==> config.mk <==
export PLATFORM = sky130hd
export DESIGN_NAME = load_store_unit
export DESIGN_NICKNAME = d
export VERILOG_FILES = /design/src/rtl/load_store_unit.sv
export SDC_FILE = /design/constraint.sdc
export NUM_CORES = 1
export LEC_CHECK = 0
export ABC_AREA = 1
export CORE_MARGIN = 2
export CORE_UTILIZATION = 43
export CTS_CLUSTER_DIAMETER = 40
export DETAILED_ROUTE_END_ITERATION = 10
export GPL_ROUTABILITY_DRIVEN = 1
export MAX_ROUTING_LAYER = met4
export PLACE_DENSITY = 0.77
export SLEW_MARGIN = 5
export SYNTH_ARGS = -nofsm -noshare
export SYNTH_HDL_FRONTEND = slang
export SYNTH_SLANG_ARGS = --single-unit
==> constraint.sdc <==
create_clock -name clock -period 3.1 [get_ports clock]
set_input_delay 0.62 -clock clock [delete_from_list [all_inputs] [get_ports clock]]
set_output_delay 0.62 -clock clock [all_outputs]
set_load 0.1 [all_outputs]
==> src/rtl/load_store_unit.sv <==
// load_store_unit
// Data-side memory initiator for the CPU core. It takes byte-addressed
// load/store requests and drives a word-addressed, single-port synchronous
// data memory. Loads return a byte, half or word that is sign- or zero-extended.
// The memory has no byte enables, so sub-word stores are done as a
// read-modify-write. Only one request is in flight at a time, and each request
// produces exactly one single-cycle response pulse.
//
// Ports
//   clock, reset        rising-edge clock; asynchronous active-high reset
//   req_valid/ready     request handshake (accepted on valid & ready)
//   req_we              1 = store, 0 = load
//   req_size            00 byte, 01 half, 10/11 word
//   req_unsigned        loads: 1 = zero-extend, 0 = sign-extend
//   req_addr/wdata      byte address; right-aligned store data
//   resp_valid          one-cycle completion pulse
//   resp_rdata/err      extended load data (0 for stores); misalignment flag
//   mem_rw/ain/din      memory write enable, word address, write data
//   mem_dout            memory read data, valid the cycle after ain is sampled
//
// Build option
//   LSU_MISALIGN_TRAP_EN  when defined, a misaligned half or word access
//                         returns resp_err=1 and does not touch memory. When
//                         undefined, the offending low address bits are
//                         ignored and resp_err stays 0.

module load_store_unit (
  input  logic        clock,
  input  logic        reset,
  input  logic        req_valid,
  output logic        req_ready,
  input  logic        req_we,
  input  logic [1:0]  req_size,
  input  logic        req_unsigned,
  input  logic [31:0] req_addr,
  input  logic [31:0] req_wdata,
  output logic        resp_valid,
  output logic [31:0] resp_rdata,
  output logic        resp_err,
  output logic        mem_rw,
  output logic [31:0] mem_ain,
  output logic [31:0] mem_din,
  input  logic [31:0] mem_dout
);

  typedef enum logic [2:0] {IDLE, RD_REQ, RD_DATA, WR, RESP} state_t;

  state_t      state, state_next;

  // Request fields captured at acceptance
  logic        lat_we;
  logic [1:0]  lat_size;
  logic        lat_unsigned;
  logic [1:0]  lat_offset;
  logic [31:0] lat_wdata;

  logic        rw_next;
  logic [31:0] ain_next;
  logic [31:0] din_next;
  logic        valid_next;
  logic [31:0] rdata_next;
  logic        err_next;

  // Byte offset of the addressed lane. A half access uses only addr[1] and a
  // word access always uses offset 0, so the misaligned low bits are dropped.
  function automatic logic [1:0] lane_offset(input logic [1:0] size,
                                             input logic [1:0] low);
    case (size)
      2'b00:   return low;
      2'b01:   return {low[1], 1'b0};
      default: return 2'b00;
    endcase
  endfunction

  function automatic logic [31:0] extract_load(input logic [31:0] word,
                                               input logic [1:0]  offset,
                                               input logic [1:0]  size,
                                               input logic        zero_ext);
    logic [31:0] shifted;
    logic [31:0] ext;
    shifted = word >> {offset, 3'b000};
    case (size)
      2'b00: begin
        if (zero_ext) ext = {24'h0, shifted[7:0]};
        else          ext = {{24{shifted[7]}}, shifted[7:0]};
      end
      2'b01: begin
        if (zero_ext) ext = {16'h0, shifted[15:0]};
        else          ext = {{16{shifted[15]}}, shifted[15:0]};
      end
      default: ext = shifted;
    endcase
    return ext;
  endfunction

  // Replaces only the addressed byte or half. Every other byte of the old
  // word is kept unchanged.
  function automatic logic [31:0] merge_store(input logic [31:0] old,
                                              input logic [31:0] wdata,
                                              input logic [1:0]  offset,
                                              input logic [1:0]  size);
    logic [31:0] mask;
    mask = (size == 2'b00) ? 32'h0000_00FF : 32'h0000_FFFF;
    mask = mask << {offset, 3'b000};
    return (old & ~mask) | ((wdata << {offset, 3'b000}) & mask);
  endfunction

`ifdef LSU_MISALIGN_TRAP_EN
  function automatic logic misaligned(input logic [1:0] size,
                                      input logic [1:0] low);
    return ((size == 2'b01) && low[0]) || (size[1] && (low != 2'b00));
  endfunction
`endif

  assign req_ready = (state == IDLE) && !reset;

  always_comb begin
    state_next = state;
    rw_next    = 1'b0;
    ain_next   = mem_ain;
    din_next   = mem_din;
    valid_next = 1'b0;
    rdata_next = resp_rdata;
    err_next   = resp_err;
    case (state)
      // Accept: a word store goes straight to WR; every other access reads first
      IDLE: begin
        if (req_valid) begin
          ain_next = {2'b00, req_addr[31:2]};
`ifdef LSU_MISALIGN_TRAP_EN
          if (misaligned(req_size, req_addr[1:0])) begin
            state_next = RESP;
            ain_next   = mem_ain;
            valid_next = 1'b1;
            rdata_next = 32'h0;
            err_next   = 1'b1;
          end else
`endif
          if (req_we && req_size[1]) begin
            state_next = WR;
            rw_next    = 1'b1;
            din_next   = req_wdata;
          end else begin
            state_next = RD_REQ;
          end
        end
      end
      // Memory samples ain at the end of this cycle
      RD_REQ: state_next = RD_DATA;
      // mem_dout is valid here: either merge it for a store or extract it for a load
      RD_DATA: begin
        if (lat_we) begin
          state_next = WR;
          rw_next    = 1'b1;
          din_next   = merge_store(mem_dout, lat_wdata, lat_offset, lat_size);
        end else begin
          state_next = RESP;
          valid_next = 1'b1;
          rdata_next = extract_load(mem_dout, lat_offset, lat_size, lat_unsigned);
          err_next   = 1'b0;
        end
      end
      // Write commits at the edge that ends this cycle
      WR: begin
        state_next = RESP;
        valid_next = 1'b1;
        rdata_next = 32'h0;
        err_next   = 1'b0;
      end
      RESP:    state_next = IDLE;
      default: state_next = IDLE;
    endcase
  end

  always_ff @(posedge clock or posedge reset) begin
    if (reset) begin
      state      <= IDLE;
      mem_rw     <= 1'b0;
      mem_ain    <= 32'h0;
      mem_din    <= 32'h0;
      resp_valid <= 1'b0;
      resp_rdata <= 32'h0;
      resp_err   <= 1'b0;
    end else begin
      state      <= state_next;
      mem_rw     <= rw_next;
      mem_ain    <= ain_next;
      mem_din    <= din_next;
      resp_valid <= valid_next;
      resp_rdata <= rdata_next;
      resp_err   <= err_next;
    end
  end

  always_ff @(posedge clock) begin
    if (state == IDLE && req_valid) begin
      lat_we       <= req_we;
      lat_size     <= req_size;
      lat_unsigned <= req_unsigned;
      lat_offset   <= lane_offset(req_size, req_addr[1:0]);
      lat_wdata    <= req_wdata;
    end
  end

endmodule

# --- Yosys cells after proc, flatten, opt, wreduce, memory -nomap -nowiden ---
# Index checks and enable logic that the tools add are counted.
word_totals:
  wordCells: 63
  output_inout_bits: 100
  in_bits: 103
  register_bits: 138
classes:
  shifts: 3
  n_bitwise: 4
  reduce_logical: 12
  n_eq_ne: 9
  muxes: 23
ops:
  columns: ["operator", "count"]
  rows:
  - ["$mux W32", 6]
  - ["$pmux W32 S2", 3]
  - ["$and A32 B32 Y32", 2]
  - ["$not A32 Y32", 1]
  - ["$or A32 B32 Y32", 1]
  - ["$shl A16 B5 Y32", 1]
  - ["$shl A32 B5 Y32", 1]
  - ["$shr A32 B5 Y32", 1]
  - ["$mux W16", 1]
  - ["$pmux W3 S4", 1]
  - ["$eq A3 B2 Y1 const B", 2]
  - ["$mux W3", 2]
  - ["$ne A2 B2 Y1 const B", 3]
  - ["$pmux W1 S2", 3]
  - ["$mux W1", 5]
  - ["$eq A2 B1 Y1 const B", 2]
  - ["$logic_not A2 Y1", 2]
  - ["$pmux W2 S2", 1]
  - ["$reduce_and A2 Y1", 2]
  - ["$reduce_and A4 Y1", 1]
  - ["$reduce_bool A2 Y1", 2]
  - ["$eq A3 B1 Y1 const B", 1]
  - ["$logic_and A1 B1 Y1", 3]
  - ["$logic_not A3 Y1", 1]
  - ["other kinds (3)", 3]

# --- Logic depth before layout (Yosys ltp) ---
depth:
  depth_word: 8
  depth_mapped: 10
  mapped_depth_nobuf: 8

# --- Worst setup path after synthesis ---
# No wires, ideal clock.
synth_path:
  path_type: "register to output"
  from: "reg state[2]"
  to: "out req_ready"
  path_stages_with_launch: 7
  t_arrival_ps: 2186
  t_required_ps: 2480
  n_path_buf: 1
  slack_ps: 294
  cell_sequence: "dfrtp_1 > inv_2 > nand2_1 > nor2_1 > inv_1 > clkbuf_1 > nor2_1"
synth_via:
  elab_chain_cells: 2
synth_lines:
  columns: ["element", "line", "source"]
  rows:
  - ["start: declaration", "48", "state_t state, state_next;"]
  - ["start signal: assignment", "185", "state <= state_next;"]
  - ["$logic_not A3 Y1", "115", "assign req_ready = (state == IDLE) && !reset;"]
  - ["$logic_and A1 B1 Y1", "115", null]
  - ["end: declaration", "31", "output logic req_ready,"]
# Every way passes these cells.

# --- Final worst setup path ---
# Ends and elaborated chain as after synthesis.

==> qor.csv <==
metric,value,unit
yosysUniqueCellTypes,29,
synth_edf_count,30,
cts-buffers-inserted,17,
wire_per_inst,16.47,µm
place.port_buffers,199,
dp_hpwl,14840,µm
yosys_warnings,0,
finClkSkew,8.701,ps
grt_overflow,0,
cp_cell_sequence,"inv_2, nand2_1, nor2_1, inv_1, nor2_1, buf_4",
finalHoldViolCount,0,
fin_area,9072,µm²
die-height,128.2,µm
cpMostUsedCell,nor2_1,
crit_path_end_kind,output pin,
slew_headroom,0.3603,
setup_tns,0,ps
cts_sinks,129,
synth_common_cells,"nand2_1, dfrtp_1, nor2_1",
worst_pin_slew,959.5,ps
gp_congestion,0.9833,
drt-initial-drc-count,627,
detail-route-antenna-nets,0,
yosysMostFrequentCell,nand2_1,
crit_arrival,1740,ps
critPathRequiredTime,2480,ps
setup_violations,0,
yosysSeqAreaShare,0.5090,
viasPerCell,5.154,
cts-resized-gates,0,
via_count,6412,
grt_max_degree,55,
cts_hold_buf,0,
ys_async_sr_fraction,0.7674,
row_count,45,
cap_violations,0,
htreeDepth,4,
tritoncts,yes,
clk_path_buf_depth,2,
clk_pin_slew_worst_paths,60,ps
post_cts_buffers,0,
placed_cell_area,8474,µm²
r2r_slack,850,ps
track_usage,0.2602,
critPathMaxFanout,7,
synth_flop_cell,dfrtp_1,
areaGrowthSynthToFinish,36.68,%
critical_path.slowest_cell,dfrtp_1,
critPathLaunchType,register,
antenna_cells,0,
syn_area,6638,µm²
fp.dieW,128.2,µm
path_class,reg2out,
avgSynthCellArea,7.709,µm²
synth_top_area_cell,dfrtp_1,
synth.top_cell.area_share,0.3732,
drv_slew,0,
route.detailed.drc,0,
ios,203,
drt_pass1_iterations,5,
die-area,16450,µm²
wl,20490,µm
hold_class,reg2reg,
start_util,0.4382,
fin_ws,740.3,ps
root_buffer,clkbuf_16,
grt_pass1_vias,5945,
synthCells,861,
max_clock_freq,423.8,MHz
utilization,0.5990,
status,finished clean,
insertion_delay,420,ps
synth_seq_cells,129,
rsz0062_at_grt,false,
nNetsFinal,1146,
grt_pass1_wl,32070,µm
post-route-min-period,2360,ps
core,15150,µm²
synth.area.top_cells,"dfrtp_1, nand2_1, edfxtp_1, a21oi_1, nand3_1",
max_stage_delay,390,ps
dp_worst_setup_slack,665.9,ps
antenna_found_initial,0,
final_layout_size_suffix_gt1_frac,0.1629,
fin_crit_sh,0.7612,
==> path summary, 6_finish.rpt <==
path	from	to	cells past startpoint
min	resp_rdata[27]	resp_rdata[27]	2
max in group asynchronous	reset	mem_din[22]	3
max reg2reg	state[2]	mem_din[20]	8
min reg2reg	resp_rdata[27]	resp_rdata[27]	2
min in group asynchronous	reset	mem_ain[2]	2
max	state[2]	req_ready	6
==> cells by family (layout without fill, tap and decap cells) <==
kind of cell | after synthesis | in the layout | synth area share
AND/OR/NAND/NOR | 459 | 459 | 0.2895
other | 1 | 3 | 0.0005650
AO/OA/AOI/OAI | 152 | 152 | 0.1182
buffers and inverters | 120 | 313 | 0.08275
flip-flops | 129 | 129 | 0.5090
==> cell usage in the layout (no fill, tap or decap) <==
cell type / instances
nand2_1: 280
o21ai_1: 13
clkinvlp_4: 2
inv_4: 4
edfxtp_1: 30
conb_1: 3
a22o_1: 1
buf_4: 108
bufinv_16: 1
nand3_2: 1
nand2_2: 5
nor2_2: 2
o21ai_0: 51
nand3_4: 2
buf_12: 2
inv_6: 2
clkinv_2: 2
nand2_4: 2
clkbuf_16: 19
nor2_4: 4
nor2_1: 91
nor3b_1: 1
clkinv_4: 5
inv_1: 56
nand3_1: 69
nor2_8: 1
dfrtp_1: 99
clkdlybuf4s50_1: 102
o211ai_1: 8
a21oi_1: 79
nor3_1: 1
inv_2: 10
==> state kept, by name, summed over array words and instances, names as in the netlist <==
name / count
lat_offset: 2
lat_size: 2
lat_unsigned: 1
lat_wdata: 24
lat_we: 1
mem_ain: 30
mem_din: 32
mem_rw: 1
resp_rdata: 32
resp_valid: 1
state: 3
==> stage by stage <==
step,cells,hold slack [ps]
after floorplan,863,566.1
after global routing,1244,490.8
after CTS,1244,481.8
after detailed placement,1212,466.2
after global placement,1212,467.3
final,1244,479.2
==> layout make-up <==
type	instances	area [µm²]
fillers	1359	6073
flip-flops and latches	129	3378
multi-input cells	614	2723
repair buffers	212	1872
clock buffers	19	475.5
inverters	69	266.5
well taps	188	235.2
clock inverters	13	122.6
==> layer usage <==
metal / share of wire / global-route usage
met1: 0.45 / 0.3798
met2: 0.43 / 0.3642
met3: 0.097 / 0.06177
met4: 0.018 / 0.06658
met5: 0 / -
==> critical path: cells and delay by family (launching register included) <==
kind	cells	cell delay [ps]
buf+inv	3	570
simple gates	3	360
flops	1	390
Power is left out: the tool's default activity adds up to more than one toggle a clock period on the data nets, which glitch-free logic cannot reach.
==> RTL edit, RTL diff (config.mk and constraints unchanged) <==
The option `LSU_MISALIGN_TRAP_EN` is turned on by a define.
--- a/src/rtl/load_store_unit.sv
+++ b/src/rtl/load_store_unit.sv
@@ -24,4 +24,6 @@
 //                         undefined, the offending low address bits are
 //                         ignored and resp_err stays 0.
+
+`define LSU_MISALIGN_TRAP_EN
 
 module load_store_unit (
Check against the original RTL: not equivalent (Yosys sat finds a counterexample within 4 cycles, from zero or initial values and one cycle with reset high).
==> RTL edit against the unedited design <==
  * Clock skew hardly changed
  * Worst hold slack lost 0.0049 ns
  * Final area grew 2.2%
  * Critical path depth grew 3
  * Setup slack gained 0.11 ns
  * Wire length decreased by 1.4%
  * Area after synthesis up 2.1%
  * Via count up 2.3%
  * Die area is 2.1% higher
  * Sequential cell count increased by 1
  * Non-clock buffer count fell by 1
  * Sequential share of layout area fell by 0.55 points
Power is left out: the tool's default activity adds up to more than one toggle a clock period on the data nets, which glitch-free logic cannot reach.
==> RTL edit: results (changes against the unedited design) <==
- H-tree depth: 4 (unchanged)
- Slowest stage delay, CP: 0.48 ns (was 0.39 ns)
- Antenna violations before repair: 0 (unchanged)
- Sequential fraction of the synthesis area: 50.20% (was 50.90%)
- Skew final: 0.008475 ns (was 0.008701 ns)
- Top post-synthesis cells by area: dfrtp_1, nand2_1, edfxtp_1, nand3_1, o21ai_0 (was dfrtp_1, nand2_1, edfxtp_1, a21oi_1, nand3_1)
- CTS Root Cell: clkbuf_16 (unchanged)
- GP Congestion: 0.9759 (was 0.9833)
- Total Routing Usage GR: 25.48% (was 26.02%)
- Slew @ Worst Pin: 0.7134 ns (was 0.9595 ns)
- PortBufs: 200 (was 199)
- Worst path arrival time: 2.59 ns (was 1.74 ns)
- Async SR Flop Fraction: 76.92% (was 76.74%)
- Post-synth EDFFs: 30 (unchanged)
- DR WL/cell: 15.31 um (was 16.47 um)
- Initial Utilization: 44.26% (was 43.82%)
- Clk slew on worst S/H paths: 0.06 ns (about the same)
- Post-synth cell types: 31 (was 29)
- Area share of fa/ha/maj cells after synthesis: 0% (unchanged)
- Max stage delay cell, worst path: nand2_1 (was dfrtp_1)
- Fillcell total: 1402 (was 1359)
- Post-synthesis mux area share: 0% (unchanged)
- Post-synthesis xor/xnor area fraction: 0% (unchanged)
- Post-synthesis compound-gate area fraction: 7.918% (was 11.82%)
- Worst-skew pair later-pin latency: 0.42 ns (about the same)
- DRT Pass-1 Iters: 7 (was 5)
- Postcts setup bufs: 0 (unchanged)
- DP HPWL: 15240 um (was 14840 um)
- Diode count: 0 (unchanged)
- Worst Hold Class: reg -> reg (unchanged)
- Status: finished, final reports clean (unchanged)
- Clock buffer depth: 2 (unchanged)
- Placed Area: 8695 um2 (was 8474 um2)
- Initial DRC Count: 556 (was 627)
- Commonest cells post-synth: nand2_1, dfrtp_1, nand3_1 (was nand2_1, dfrtp_1, nor2_1)
- Mapped Area: 6779 um2 (was 6638 um2)
- First-pass GRT wire length: 31800 um (was 32070 um)
- Area of the multi-input gates: 2811 um2 (was 2723 um2)
- Nets: 1199 (was 1146)
- Crit path max-delay family: simple AND/OR/NAND/NOR gates (was buffers and inverters)
- Fraction of layout cells with a size suffix above 1: 15.33% (was 16.29%)
- Via Count: 6558 (was 6412)
- Largest regs: mem_din (32), resp_rdata (32), mem_ain (30) (unchanged)
- Crit-path max FO: 18 (was 7)
- Vias in the first global route: 6190 (was 5945)
- Largest net degree at the start of global routing: 61 (was 55)
- Ys flop type: dfrtp_1 (unchanged)
- Num CTS Buffers: 17 (unchanged)
==> RTL edit: final timing paths <==
path | startpoint | endpoint | slack (ns) | cells after the start
max | lat_offset[1] | mem_din[18] | 0.85 | 9
min | resp_rdata[1] | resp_rdata[1] | 0.47 | 2
max reg2reg | lat_offset[1] | mem_din[18] | 0.85 | 9
min reg2reg | resp_rdata[1] | resp_rdata[1] | 0.47 | 2
max in group asynchronous | reset | mem_din[19] | 1.76 | 3
min in group asynchronous | reset | mem_ain[18] | 0.70 | 2
==> RTL edit: metrics by stage <==
| step | setup WS (ns) | std cells |
|---|---|---|
| 2_1_floorplan | 0.5956 | 915 |
| 4_1_cts | 0.8617 | 1320 |
| 3_5_place_dp | 0.5837 | 1288 |
| 3_3_place_gp | 0.6282 | 1288 |
| 5_1_grt | 0.5505 | 1320 |
| 6_report | 0.8503 | 1320 |
==> RTL edit: logic make-up (layout without fill, tap and decap cells) <==
family                 count (synthesis)  in the layout
DFF                                  130            130
buffers and inverters                135            329
AOI/OAI and AO/OA                    102            102
other                                  1              2
and+or+nand+nor                      546            546
==> RTL edit: area by class of cell <==
cell class	count	area share (%)
Sequential cell	130	36.69
Multi-Input combinational cell	650	30.31
Timing Repair Buffer	211	20.37
Clock buffer	17	4.586
Inverter	86	3.520
Tap cell	211	2.846
Clock inverter	15	1.686
==> RTL edit: worst register-to-register path: stages, from the launching register on <==
cell and delay [ns]:
edfxtp_1 0.41, buf_4 0.25, clkinv_1 0.35, nand2_1 0.48, nor2_1 0.11, nor2_2 0.27
nor2_1 0.09, nor2_1 0.09, nor2_1 0.04, nor2_1 0.08
==> RTL edit: routing by layer <==
metal  wire, um  global-route usage [%]  vias to the layer above
met2       8785                   36.59                      309
met4        591                   10.25                        0
li1           -                       -                     3231
met1       8919                   34.94                     2971
met3       1909                   5.863                       47
met5          0                       -                        -
